===== src/rtl/exe_stage_md.sv =====
// EX stage: ALU, full-width multiplier, iterative restoring divider and the
// data-SRAM request. The divider holds the stage for XLEN/DIV_STEP cycles.
module exe_stage_md #(
   parameter int XLEN     = 32,
   parameter int DIV_STEP = 1
) (
   input  logic              clk,
   input  logic              reset,
   input  logic              id_to_ex_valid,
   output logic              ex_allowin,
   input  logic [XLEN-1:0]   id_pc,
   input  logic [XLEN-1:0]   id_src1,
   input  logic [XLEN-1:0]   id_src2,
   input  logic [XLEN-1:0]   id_rkd,
   input  logic [11:0]       id_alu_op,
   input  logic [2:0]        id_cls,
   input  logic [1:0]        id_md_op,
   input  logic [1:0]        id_size,
   input  logic              id_rf_we,
   input  logic [4:0]        id_rf_waddr,
   input  logic              mem_allowin,
   output logic              ex_to_mem_valid,
   output logic [XLEN-1:0]   ex_pc,
   output logic [XLEN-1:0]   ex_result,
   output logic              ex_rf_we,
   output logic [4:0]        ex_rf_waddr,
   output logic              ex_is_load,
   output logic              ex_ale,
   output logic              ex_fwd_we,
   output logic [4:0]        ex_fwd_addr,
   output logic              ex_fwd_ready,
   input  logic              ex_flush,
   output logic              data_sram_en,
   output logic [XLEN/8-1:0] data_sram_we,
   output logic [XLEN-1:0]   data_sram_addr,
   output logic [XLEN-1:0]   data_sram_wdata
);
   localparam int STEPS = XLEN / DIV_STEP;
   localparam int NB    = XLEN / 8;
   localparam int LB    = $clog2(NB);
   localparam int SB    = $clog2(XLEN);
   localparam int CW    = $clog2(STEPS) + 1;

   localparam logic [2:0] CLS_LD  = 3'd1;
   localparam logic [2:0] CLS_ST  = 3'd2;
   localparam logic [2:0] CLS_MUL = 3'd3;
   localparam logic [2:0] CLS_DIV = 3'd4;

   typedef struct packed {
      logic [XLEN-1:0] pc;
      logic [XLEN-1:0] src1;
      logic [XLEN-1:0] src2;
      logic [XLEN-1:0] rkd;
      logic [11:0]     alu_op;
      logic [2:0]      cls;
      logic [1:0]      md_op;
      logic [1:0]      size;
      logic            rf_we;
      logic [4:0]      rf_waddr;
   } ex_fields_t;

   typedef enum logic [1:0] {DIV_IDLE, DIV_BUSY, DIV_DONE} div_state_e;

   ex_fields_t       f_q, f_d;
   logic             ex_valid_q, ex_valid_d;
   div_state_e       state_q, state_d;
   logic [CW-1:0]    cnt_q, cnt_d;
   logic [XLEN:0]    rem_q, rem_d;
   logic [XLEN-1:0]  quo_q, quo_d;
   logic [XLEN-1:0]  dvs_q, dvs_d;
   logic             qneg_q, qneg_d, rneg_q, rneg_d, dbz_q, dbz_d;

   logic             is_ld, is_st, is_mul, is_div, ready_go;
   logic [XLEN-1:0]  alu_res, mul_res, div_res, sel_res;
   logic [SB-1:0]    shamt;
   logic [2*XLEN-1:0] mul_a, mul_b, prod;
   logic             a_neg, b_neg;
   logic [XLEN-1:0]  a_mag, b_mag;
   logic [XLEN:0]    step_r;
   logic [XLEN-1:0]  step_q;
   logic             mis, ale_raw;
   logic [NB-1:0]    we_base, st_mask;
   logic [XLEN-1:0]  st_wdata;

   // ---------------- handshake and field latch ----------------
   always_comb begin
      is_ld    = (f_q.cls == CLS_LD);
      is_st    = (f_q.cls == CLS_ST);
      is_mul   = (f_q.cls == CLS_MUL);
      is_div   = (f_q.cls == CLS_DIV);
      ready_go = ~is_div | (state_q == DIV_DONE);
      ex_allowin      = ~ex_valid_q | (ready_go & mem_allowin);
      ex_to_mem_valid = ex_valid_q & ready_go & ~ex_flush;

      ex_valid_d = ex_valid_q;
      if (ex_flush)        ex_valid_d = 1'b0;
      else if (ex_allowin) ex_valid_d = id_to_ex_valid;

      f_d = f_q;
      if (id_to_ex_valid && ex_allowin)
         f_d = '{pc: id_pc, src1: id_src1, src2: id_src2, rkd: id_rkd,
                 alu_op: id_alu_op, cls: id_cls, md_op: id_md_op,
                 size: id_size, rf_we: id_rf_we, rf_waddr: id_rf_waddr};
   end

   // ---------------- ALU (one-hot AND-OR select) ----------------
   always_comb begin
      shamt   = f_q.src2[SB-1:0];
      alu_res = ({XLEN{f_q.alu_op[0]}}  & (f_q.src1 + f_q.src2))
              | ({XLEN{f_q.alu_op[1]}}  & (f_q.src1 - f_q.src2))
              | ({XLEN{f_q.alu_op[2]}}  & {{(XLEN-1){1'b0}}, $signed(f_q.src1) < $signed(f_q.src2)})
              | ({XLEN{f_q.alu_op[3]}}  & {{(XLEN-1){1'b0}}, f_q.src1 < f_q.src2})
              | ({XLEN{f_q.alu_op[4]}}  & (f_q.src1 & f_q.src2))
              | ({XLEN{f_q.alu_op[5]}}  & ~(f_q.src1 | f_q.src2))
              | ({XLEN{f_q.alu_op[6]}}  & (f_q.src1 | f_q.src2))
              | ({XLEN{f_q.alu_op[7]}}  & (f_q.src1 ^ f_q.src2))
              | ({XLEN{f_q.alu_op[8]}}  & (f_q.src1 << shamt))
              | ({XLEN{f_q.alu_op[9]}}  & (f_q.src1 >> shamt))
              | ({XLEN{f_q.alu_op[10]}} & $unsigned($signed(f_q.src1) >>> shamt))
              | ({XLEN{f_q.alu_op[11]}} & f_q.src2);
   end

   // ---------------- multiplier ----------------
   always_comb begin
      mul_a   = {{XLEN{f_q.md_op[0] & f_q.src1[XLEN-1]}}, f_q.src1};
      mul_b   = {{XLEN{f_q.md_op[0] & f_q.src2[XLEN-1]}}, f_q.src2};
      prod    = mul_a * mul_b;
      mul_res = f_q.md_op[1] ? prod[2*XLEN-1:XLEN] : prod[XLEN-1:0];
   end

   // ---------------- divider: magnitudes in, signs fixed at the output ----------------
   always_comb begin
      a_neg = f_q.md_op[0] & f_q.src1[XLEN-1];
      b_neg = f_q.md_op[0] & f_q.src2[XLEN-1];
      a_mag = a_neg ? -f_q.src1 : f_q.src1;
      b_mag = b_neg ? -f_q.src2 : f_q.src2;

      step_r = rem_q;
      step_q = quo_q;
      for (int k = 0; k < DIV_STEP; k++) begin
         step_r = {step_r[XLEN-1:0], step_q[XLEN-1]};
         step_q = {step_q[XLEN-2:0], 1'b0};
         if (step_r >= {1'b0, dvs_q}) begin
            step_r    = step_r - {1'b0, dvs_q};
            step_q[0] = 1'b1;
         end
      end

      state_d = state_q;
      cnt_d   = cnt_q;
      rem_d   = rem_q;
      quo_d   = quo_q;
      dvs_d   = dvs_q;
      qneg_d  = qneg_q;
      rneg_d  = rneg_q;
      dbz_d   = dbz_q;
      case (state_q)
         DIV_IDLE: if (ex_valid_q && is_div && !ex_flush) begin
            state_d = DIV_BUSY;
            cnt_d   = '0;
            rem_d   = '0;
            quo_d   = a_mag;
            dvs_d   = b_mag;
            qneg_d  = a_neg ^ b_neg;
            rneg_d  = a_neg;
            dbz_d   = (f_q.src2 == '0);
         end
         DIV_BUSY: if (ex_flush) state_d = DIV_IDLE;
         else begin
            rem_d = step_r;
            quo_d = step_q;
            cnt_d = cnt_q + CW'(1);
            if (cnt_q == CW'(STEPS-1)) state_d = DIV_DONE;
         end
         DIV_DONE: if (ex_flush || (ex_to_mem_valid && mem_allowin)) state_d = DIV_IDLE;
         default: state_d = DIV_IDLE;
      endcase

      // min / -1 falls out naturally: |min| negated is min again
      if (f_q.md_op[1]) div_res = rneg_q ? -rem_q[XLEN-1:0] : rem_q[XLEN-1:0];
      else if (dbz_q)   div_res = '1;
      else              div_res = qneg_q ? -quo_q : quo_q;
   end

   // ---------------- memory request ----------------
   always_comb begin
      case (f_q.size)
         2'd0:    mis = 1'b0;
         2'd1:    mis = alu_res[0];
         2'd2:    mis = |alu_res[1:0];
         default: mis = (XLEN == 32) ? 1'b1 : |alu_res[2:0];
      endcase
      ale_raw = (is_ld | is_st) & mis;

      case (f_q.size)
         2'd0:    we_base = NB'(1);
         2'd1:    we_base = NB'(3);
         2'd2:    we_base = NB'(15);
         default: we_base = '1;
      endcase
      st_mask = we_base << alu_res[LB-1:0];

      case (f_q.size)
         2'd0:    st_wdata = {NB{f_q.rkd[7:0]}};
         2'd1:    st_wdata = {(XLEN/16){f_q.rkd[15:0]}};
         2'd2:    st_wdata = {(XLEN/32){f_q.rkd[31:0]}};
         default: st_wdata = f_q.rkd;
      endcase
   end

   // ---------------- outputs, all gated by ex_valid ----------------
   always_comb begin
      sel_res         = is_div ? div_res : (is_mul ? mul_res : alu_res);
      ex_pc           = ex_valid_q ? f_q.pc : '0;
      ex_result       = ex_valid_q ? sel_res : '0;
      ex_rf_we        = ex_valid_q & f_q.rf_we & ~ale_raw;
      ex_rf_waddr     = ex_valid_q ? f_q.rf_waddr : 5'd0;
      ex_is_load      = ex_valid_q & is_ld;
      ex_ale          = ex_valid_q & ale_raw;
      ex_fwd_we       = ex_rf_we;
      ex_fwd_addr     = ex_rf_waddr;
      ex_fwd_ready    = ~(ex_valid_q & (is_ld | (is_div & (state_q != DIV_DONE))));
      data_sram_en    = ex_valid_q & (is_ld | is_st) & ~ale_raw & ~ex_flush;
      data_sram_we    = (data_sram_en & is_st) ? st_mask : '0;
      data_sram_addr  = ex_valid_q ? alu_res : '0;
      data_sram_wdata = ex_valid_q ? st_wdata : '0;
   end

   always_ff @(posedge clk or posedge reset) begin
      if (reset) begin
         ex_valid_q <= 1'b0;
         f_q        <= '0;
         state_q    <= DIV_IDLE;
         cnt_q      <= '0;
         rem_q      <= '0;
         quo_q      <= '0;
         dvs_q      <= '0;
         qneg_q     <= 1'b0;
         rneg_q     <= 1'b0;
         dbz_q      <= 1'b0;
      end else begin
         ex_valid_q <= ex_valid_d;
         f_q        <= f_d;
         state_q    <= state_d;
         cnt_q      <= cnt_d;
         rem_q      <= rem_d;
         quo_q      <= quo_d;
         dvs_q      <= dvs_d;
         qneg_q     <= qneg_d;
         rneg_q     <= rneg_d;
         dbz_q      <= dbz_d;
      end
   end
endmodule

===== config.mk =====
export PLATFORM = sky130hd
export DESIGN_NAME = exe_stage_md
export DESIGN_NICKNAME = d
export VERILOG_FILES = /design/src/rtl/exe_stage_md.sv
export SDC_FILE = /design/constraint.sdc
export NUM_CORES = 2
export LEC_CHECK = 0
export BUFFER_PORTS_ARGS = -buffer_cell sky130_fd_sc_hd__buf_2
export CORE_MARGIN = 2
export CORE_UTILIZATION = 50
export DETAILED_ROUTE_END_ITERATION = 16
export PLACE_DENSITY_LB_ADDON = 0.12
export SETUP_SLACK_MARGIN = 0.5
export SLEW_MARGIN = 20
export SYNTH_ARGS = -nofsm -noshare
export SYNTH_HDL_FRONTEND = slang
export SYNTH_SLANG_ARGS = --single-unit

===== constraint.sdc =====
create_clock -name clk -period 11.5 [get_ports clk]
set_clock_uncertainty 0.05 [all_clocks]
set_input_delay 0.575 -clock clk [delete_from_list [all_inputs] [get_ports clk]]
set_output_delay 0.575 -clock clk [all_outputs]
set_load 0.005 [all_outputs]

### Yosys cells after proc, flatten, opt, wreduce, memory -nomap -nowiden

Cells that the tools add are included.

* div/mod/pow operators: 0
* shift operators: 4
* muxes and demuxes: 36
* $add $sub $neg: 8
* multipliers: 1
* bitwise operators: 53
* equal/unequal tests: 14
* reduce and logical (&&, ||, !) cells: 15
* magnitude comparators: 3

Operators with widths (count)
* 32-bit 2-to-1 mux: 18
* 32-bit OR: 12
* 32-bit AND: 11
* 32-bit case mux with 2 select lines: 3
* 32-bit negator: 4
* 32-bit by 1-bit AND with 32-bit output: 2
* 32-bit < comparator: 2
* 33-bit by 33-bit multiplier with 64-bit output: 1
* 32-bit subtractor: 2
* 33-bit by 32-bit greater-or-equal comparator with 1-bit output: 1
* 32-bit adder: 1
* 32-bit zero test: 1
* 32-bit NOT: 1
* 32-bit by 5-bit left shift with 32-bit output: 1
* 32-bit by 5-bit >> shifter with 32-bit output: 1
* 32-bit by 5-bit >>> shifter with 32-bit output: 1
* 32-bit XOR: 1
* 1-bit AND: 16
* 6-bit 2-to-1 mux: 2
* 6-bit case mux with 2 select lines: 1
* 2-bit 2-to-1 mux: 4
* 4-bit case mux with 2 select lines: 1
* 6-bit by 1-bit adder with 6-bit output, second input constant: 1
* 3-bit by 2-bit equality test with 1-bit output, second input constant: 2
* other kinds (25): 44

* bits in latches: 0
* RAM bits: 0
* logic and storage cells: 153
* memory bits (read-only): 0
* bits in registers: 261
* memories: 0

### Longest topological paths before layout

* word-level depth: 21
* depth in mapped cells: 33
* mapped depth without buffers: 29

### Worst setup path after synthesis

Ideal clock, no wire load.

* path kind: register to output
* start: register f_q[57] (netlist bit)
* end: output ex_result[29]
* buffers on the path: 7
* stages on the path, launching flop included: 33
* data required time: 10.875 ns
* data arrival time: 8.941 ns
* setup slack: 1.934 ns
* path through: dfrtp_1 -> buf_4 -> buf_4 -> buf_2 -> buf_2 -> buf_1 -> buf_1 -> nand3_1 -> inv_1 -> fa_1 -> fa_1 -> fa_1 -> fa_1 -> inv_1 -> fa_1 -> inv_1 -> fa_1 -> inv_1 -> fa_1 -> fa_1 -> inv_1 -> ha_1 -> clkbuf_1 -> nand4_1 -> nor4_1 -> o21ai_0 -> o211ai_1 -> a31oi_1 -> o21ai_1 -> a21o_1 -> a41o_1 -> mux2i_1 -> o31ai_1

* longest elaborated chain between the ends: 16

RTL lines
* from (decl): RTL line 64 `ex_fields_t f_q, f_d;`
* from (signal assigned): RTL line 232 `f_q <= '0;`
* from (signal assigned): RTL line 243 `f_q <= f_d;`
* 32-bit adder / 32-bit subtractor (equally long branches): RTL line 109, 110
* 32-bit AND, on equally long branches: RTL line 109, 110
* 32-bit OR: RTL line 110 `| ({XLEN{f_q.alu_op[1]}} & (f_q.src1 - f_q.src2))`
* 32-bit OR: RTL line 111 `| ({XLEN{f_q.alu_op[2]}} & {{(XLEN-1){1'b0}}, $signed(f_q.src1) < $signed(f_q.src2)})`
* 32-bit OR: RTL line 112 `| ({XLEN{f_q.alu_op[3]}} & {{(XLEN-1){1'b0}}, f_q.src1 < f_q.src2})`
* 32-bit OR: RTL line 113 `| ({XLEN{f_q.alu_op[4]}} & (f_q.src1 & f_q.src2))`
* 32-bit OR: RTL line 114 `| ({XLEN{f_q.alu_op[5]}} & ~(f_q.src1 | f_q.src2))`
* 32-bit OR: RTL line 115 `| ({XLEN{f_q.alu_op[6]}} & (f_q.src1 | f_q.src2))`
* 32-bit OR: RTL line 116 `| ({XLEN{f_q.alu_op[7]}} & (f_q.src1 ^ f_q.src2))`
* 32-bit OR: RTL line 117 `| ({XLEN{f_q.alu_op[8]}} & (f_q.src1 << shamt))`
* 32-bit OR: RTL line 118 `| ({XLEN{f_q.alu_op[9]}} & (f_q.src1 >> shamt))`
* 32-bit OR: RTL line 119 `| ({XLEN{f_q.alu_op[10]}} & $unsigned($signed(f_q.src1) >>> shamt))`
* 32-bit OR: RTL line 120 `| ({XLEN{f_q.alu_op[11]}} & f_q.src2);`
* 32-bit 2-to-1 mux * (2 in a row): RTL line 213 `sel_res = is_div ? div_res : (is_mul ? mul_res : alu_res);`
* 32-bit 2-to-1 mux *: RTL line 215 `ex_result = ex_valid_q ? sel_res : '0;`
* to (decl): RTL line 24 `output logic [XLEN-1:0] ex_result,`

Mark *: on every way between the ends. The rest lies on a longest branch, timed or not.

### Worst setup path in the final report

* start: register f_q[103] (netlist bit)
* end: output ex_result[16]

Same word-level chain as after synthesis.

==> results.py <==
metrics = {
    "sta": {
        "drv_slew": 0,
        "period_minus_slack_ns": 11.03,
        "rsz0062_at_grt": "yes",
        "tightest_slew_ns": 1.25,
        "relSlewSlack_pct": 16.5,
        "fin_crit_sh_pct": 95.9,
        "setup_violations": 0,
        "hold_viol_final": 0,
        "max_freq_mhz": 90.7,
        "tns_ns": 0,
        "whs_ns": 0.0107,
    },
    "placement": {
        "place.gp.congestion": 1.07,
        "dp_hpwl_um": 225000,
        "portBuffers": 307,
    },
    "yosys": {
        "async_reset_ff_share_pct": 100,
        "ys_seq_area_share_pct": 10.5,
        "synthFlopType": "dfrtp_1",
        "avgSynthCellArea_um2": 8.41,
        "ys_ff_latch": 261,
        "synthTopCellsByCount": "inv_1 (1251), nand2_1 (1159), fa_1 (1128)",
        "synth_cell_types": 90,
        "ys_warn_count": 0,
        "netlist_top_cells_area": "fa_1 (36%), dfrtp_1 (10%), inv_1 (7.5%)",
        "synth_area_leader_cell": "fa_1",
        "syn_area_um2": 62500,
        "postSynthCellCount": 7427,
        "synth_edf_count": 0,
        "synth_top_area_share_pct": 36.2,
        "synth_most_common_cell": "inv_1",
        "syn-num-nets": 9059,
    },
    "final_layout": {
        "layout-drive-gt1-share_pct": 11.0,
        "syn2layout_area_growth_pct": 7.99,
        "final_nets": 9152,
    },
    "critical_path": {
        "cp_max_fo": 32,
        "critPathKind": "register to primary output",
        "reg2reg_slack_ns": 5.83,
        "end_kind": "primary output",
        "critPathCapture": "ex_result[16]",
        "r2r_end": "dvs_q[30]",
        "worstPathRequired_ns": 10.88,
        "crit_arrival_ns": 10.40,
        "rr_startpoint": "f_q[57]",
        "crit_start": "f_q[103]",
        "r2r.worst_path.cells": 15,
        "startpoint_type": "register",
    },
    "run": {
        "maxCapViolations": 0,
    },
    "min_path": {
        "holdCritPathClass": "input pin to asynchronous set/reset pin",
    },
    "floorplanning": {
        "num_rows": 129,
        "initial_core_util_pct": 50.5,
        "die_h_um": 357,
        "die_area_um2": 128000,
        "ioPinCount": 308,
        "die_w_um": 357,
        "design.core.area_um2": 124000,
    },
    "grt": {
        "grt_pass1_wl_um": 413000,
        "grt_pass1_vias": 58000,
        "grt_max_degree": 167,
        "grt_usage_pct": 45.4,
        "grt_antenna_before_repair": 24,
        "grt-ovfl-total": 0,
    },
    "detailed_routing": {
        "vias": 57100,
        "route.detailed.drc": 0,
        "dr.pass1.iters": 9,
        "wl_per_cell_um": 31.3,
        "viasPerCell": 6.21,
        "drtIter0Drc": 7303,
        "drt_wl_total_um": 287000,
        "ant_nets": 0,
    },
    "cts": {
        "cts-hold-fix-buffers": 0,
        "cts_buffer_depth": 3,
        "path_clk_slew_ns": 0.06,
        "root_buffer": "clkbuf_16",
        "cts.sinks": 261,
        "worstSkewPairLatency_ns": 0.67,
        "cts_made_buffers": 37,
        "cts_tree": "built",
        "htree_levels": 2,
    },
    "status": {
        "status": "finished clean",
    },
}
==> flip-flops by register name (all words and copies together) (netlist names) <==
name	flops
ex_valid_q	1
rneg_q	1
qneg_q	1
f_q	153
rem_q	32
dvs_q	32
cnt_q	6
state_q	2
quo_q	32
dbz_q	1
==> logic make-up (layout without fill, tap and decap cells) <==
| logic type | after synthesis | count (layout) | share of synthesized area (%) |
|---|---|---|---|
| simple gates | 2205 | 2205 | 14.9 |
| buf+inv | 1779 | 1900 | 10.8 |
| fa+ha+maj | 1474 | 1474 | 43.1 |
| compound gates | 1179 | 1179 | 11.9 |
| mux | 277 | 277 | 5.30 |
| flops | 261 | 261 | 10.5 |
| xor+xnor | 252 | 252 | 3.53 |
| other cells | 0 | 8 | 0 |
==> cell type report <==
cell class / instances / area (um2)
Fill cell: 11800 / 56300
Clock buffer: 51 / 1070
Sequential cell: 261 / 6560
Multi-Input combinational cell: 5387 / 49300
Tap cell: 1637 / 2050
Inverter: 1282 / 4830
Antenna cell: 8 / 20.0
Clock inverter: 16 / 196
Timing Repair Buffer: 551 / 3440
==> through the flow <==
step	setup slack (ns)	cells	cell area, um2	utilization [%]
2_1_floorplan	1.93	7427	62500	-
3_3_place_gp	1.18	9114	66000	53.3
3_5_place_dp	1.10	9114	66000	53.3
4_1_cts	0.523	9182	67300	54.4
5_1_grt	0.469	9186	67400	54.5
6_report	0.472	9193	67500	54.5
==> worst max-delay path, stage by stage (launching register included) <==
cell	delay [ns]
dfrtp_1	0.34
buf_4	0.60
ha_1	0.58
inv_1	0.22
fa_1	0.54
fa_1	0.45
fa_1	0.52
fa_1	0.52
inv_1	0.05
fa_1	0.55
fa_1	0.44
fa_1	0.50
inv_1	0.06
fa_1	0.48
inv_1	0.06
ha_1	0.42
and3_1	0.23
nand2_1	0.05
nor4_1	0.20
o21a_1	0.23
nor3_1	0.07
o21ai_0	0.90
a221oi_1	0.23
xnor2_1	0.70
a211oi_1	0.17
a211oi_1	0.39
buf_2	0.19
==> worst min-delay path by stage <==
stage                          from  slack [ns]  cells past startpoint        end
after detailed placement  dvs_q[27]        0.42                      2  dvs_q[27]
after global routing          reset        0.06                      2   f_q[123]
after floorplan           dvs_q[10]        0.40                      2  dvs_q[10]
after global placement    dvs_q[26]        0.42                      2  dvs_q[26]
after CTS                     reset        0.03                      2  rem_q[25]
final                         reset        0.01                      2   f_q[126]
==> per-layer routing <==
| metal | vias up | wire length, um | GRT usage [%] |
|---|---|---|---|
| li1 | 23700 | - | - |
| met1 | 28800 | 109000 | 59.3 |
| met2 | 3738 | 118000 | 64.4 |
| met3 | 830 | 37600 | 15.3 |
| met4 | 16 | 22800 | 28.9 |
| met5 | - | 126 | 0 |
==> cells in the final DEF, fill, tap and decap left out, types with 70 or more instances in the layout <==
master	netlist	routed
xnor2_1	158	158
nand2_1	1159	1157
nand3_1	84	84
fa_1	1128	1128
dfrtp_1	261	249
buf_4	11	238
and2_1	70	70
a21oi_1	296	295
ha_1	346	346
buf_2	27	307
inv_1	1251	1245
nor2_1	616	614
mux2_2	100	100
o21ai_0	372	371
mux2i_1	144	144
xor2_1	94	94
==> timing repair <==
item / CTS / global route
gates resized for setup: 2 / 15
setup buffers: 1 / 3
endpoints found under the setup margin: 4 / 20
Power is left out: the tool's default activity adds up to more than one toggle a clock period on the data nets, which glitch-free logic cannot reach.
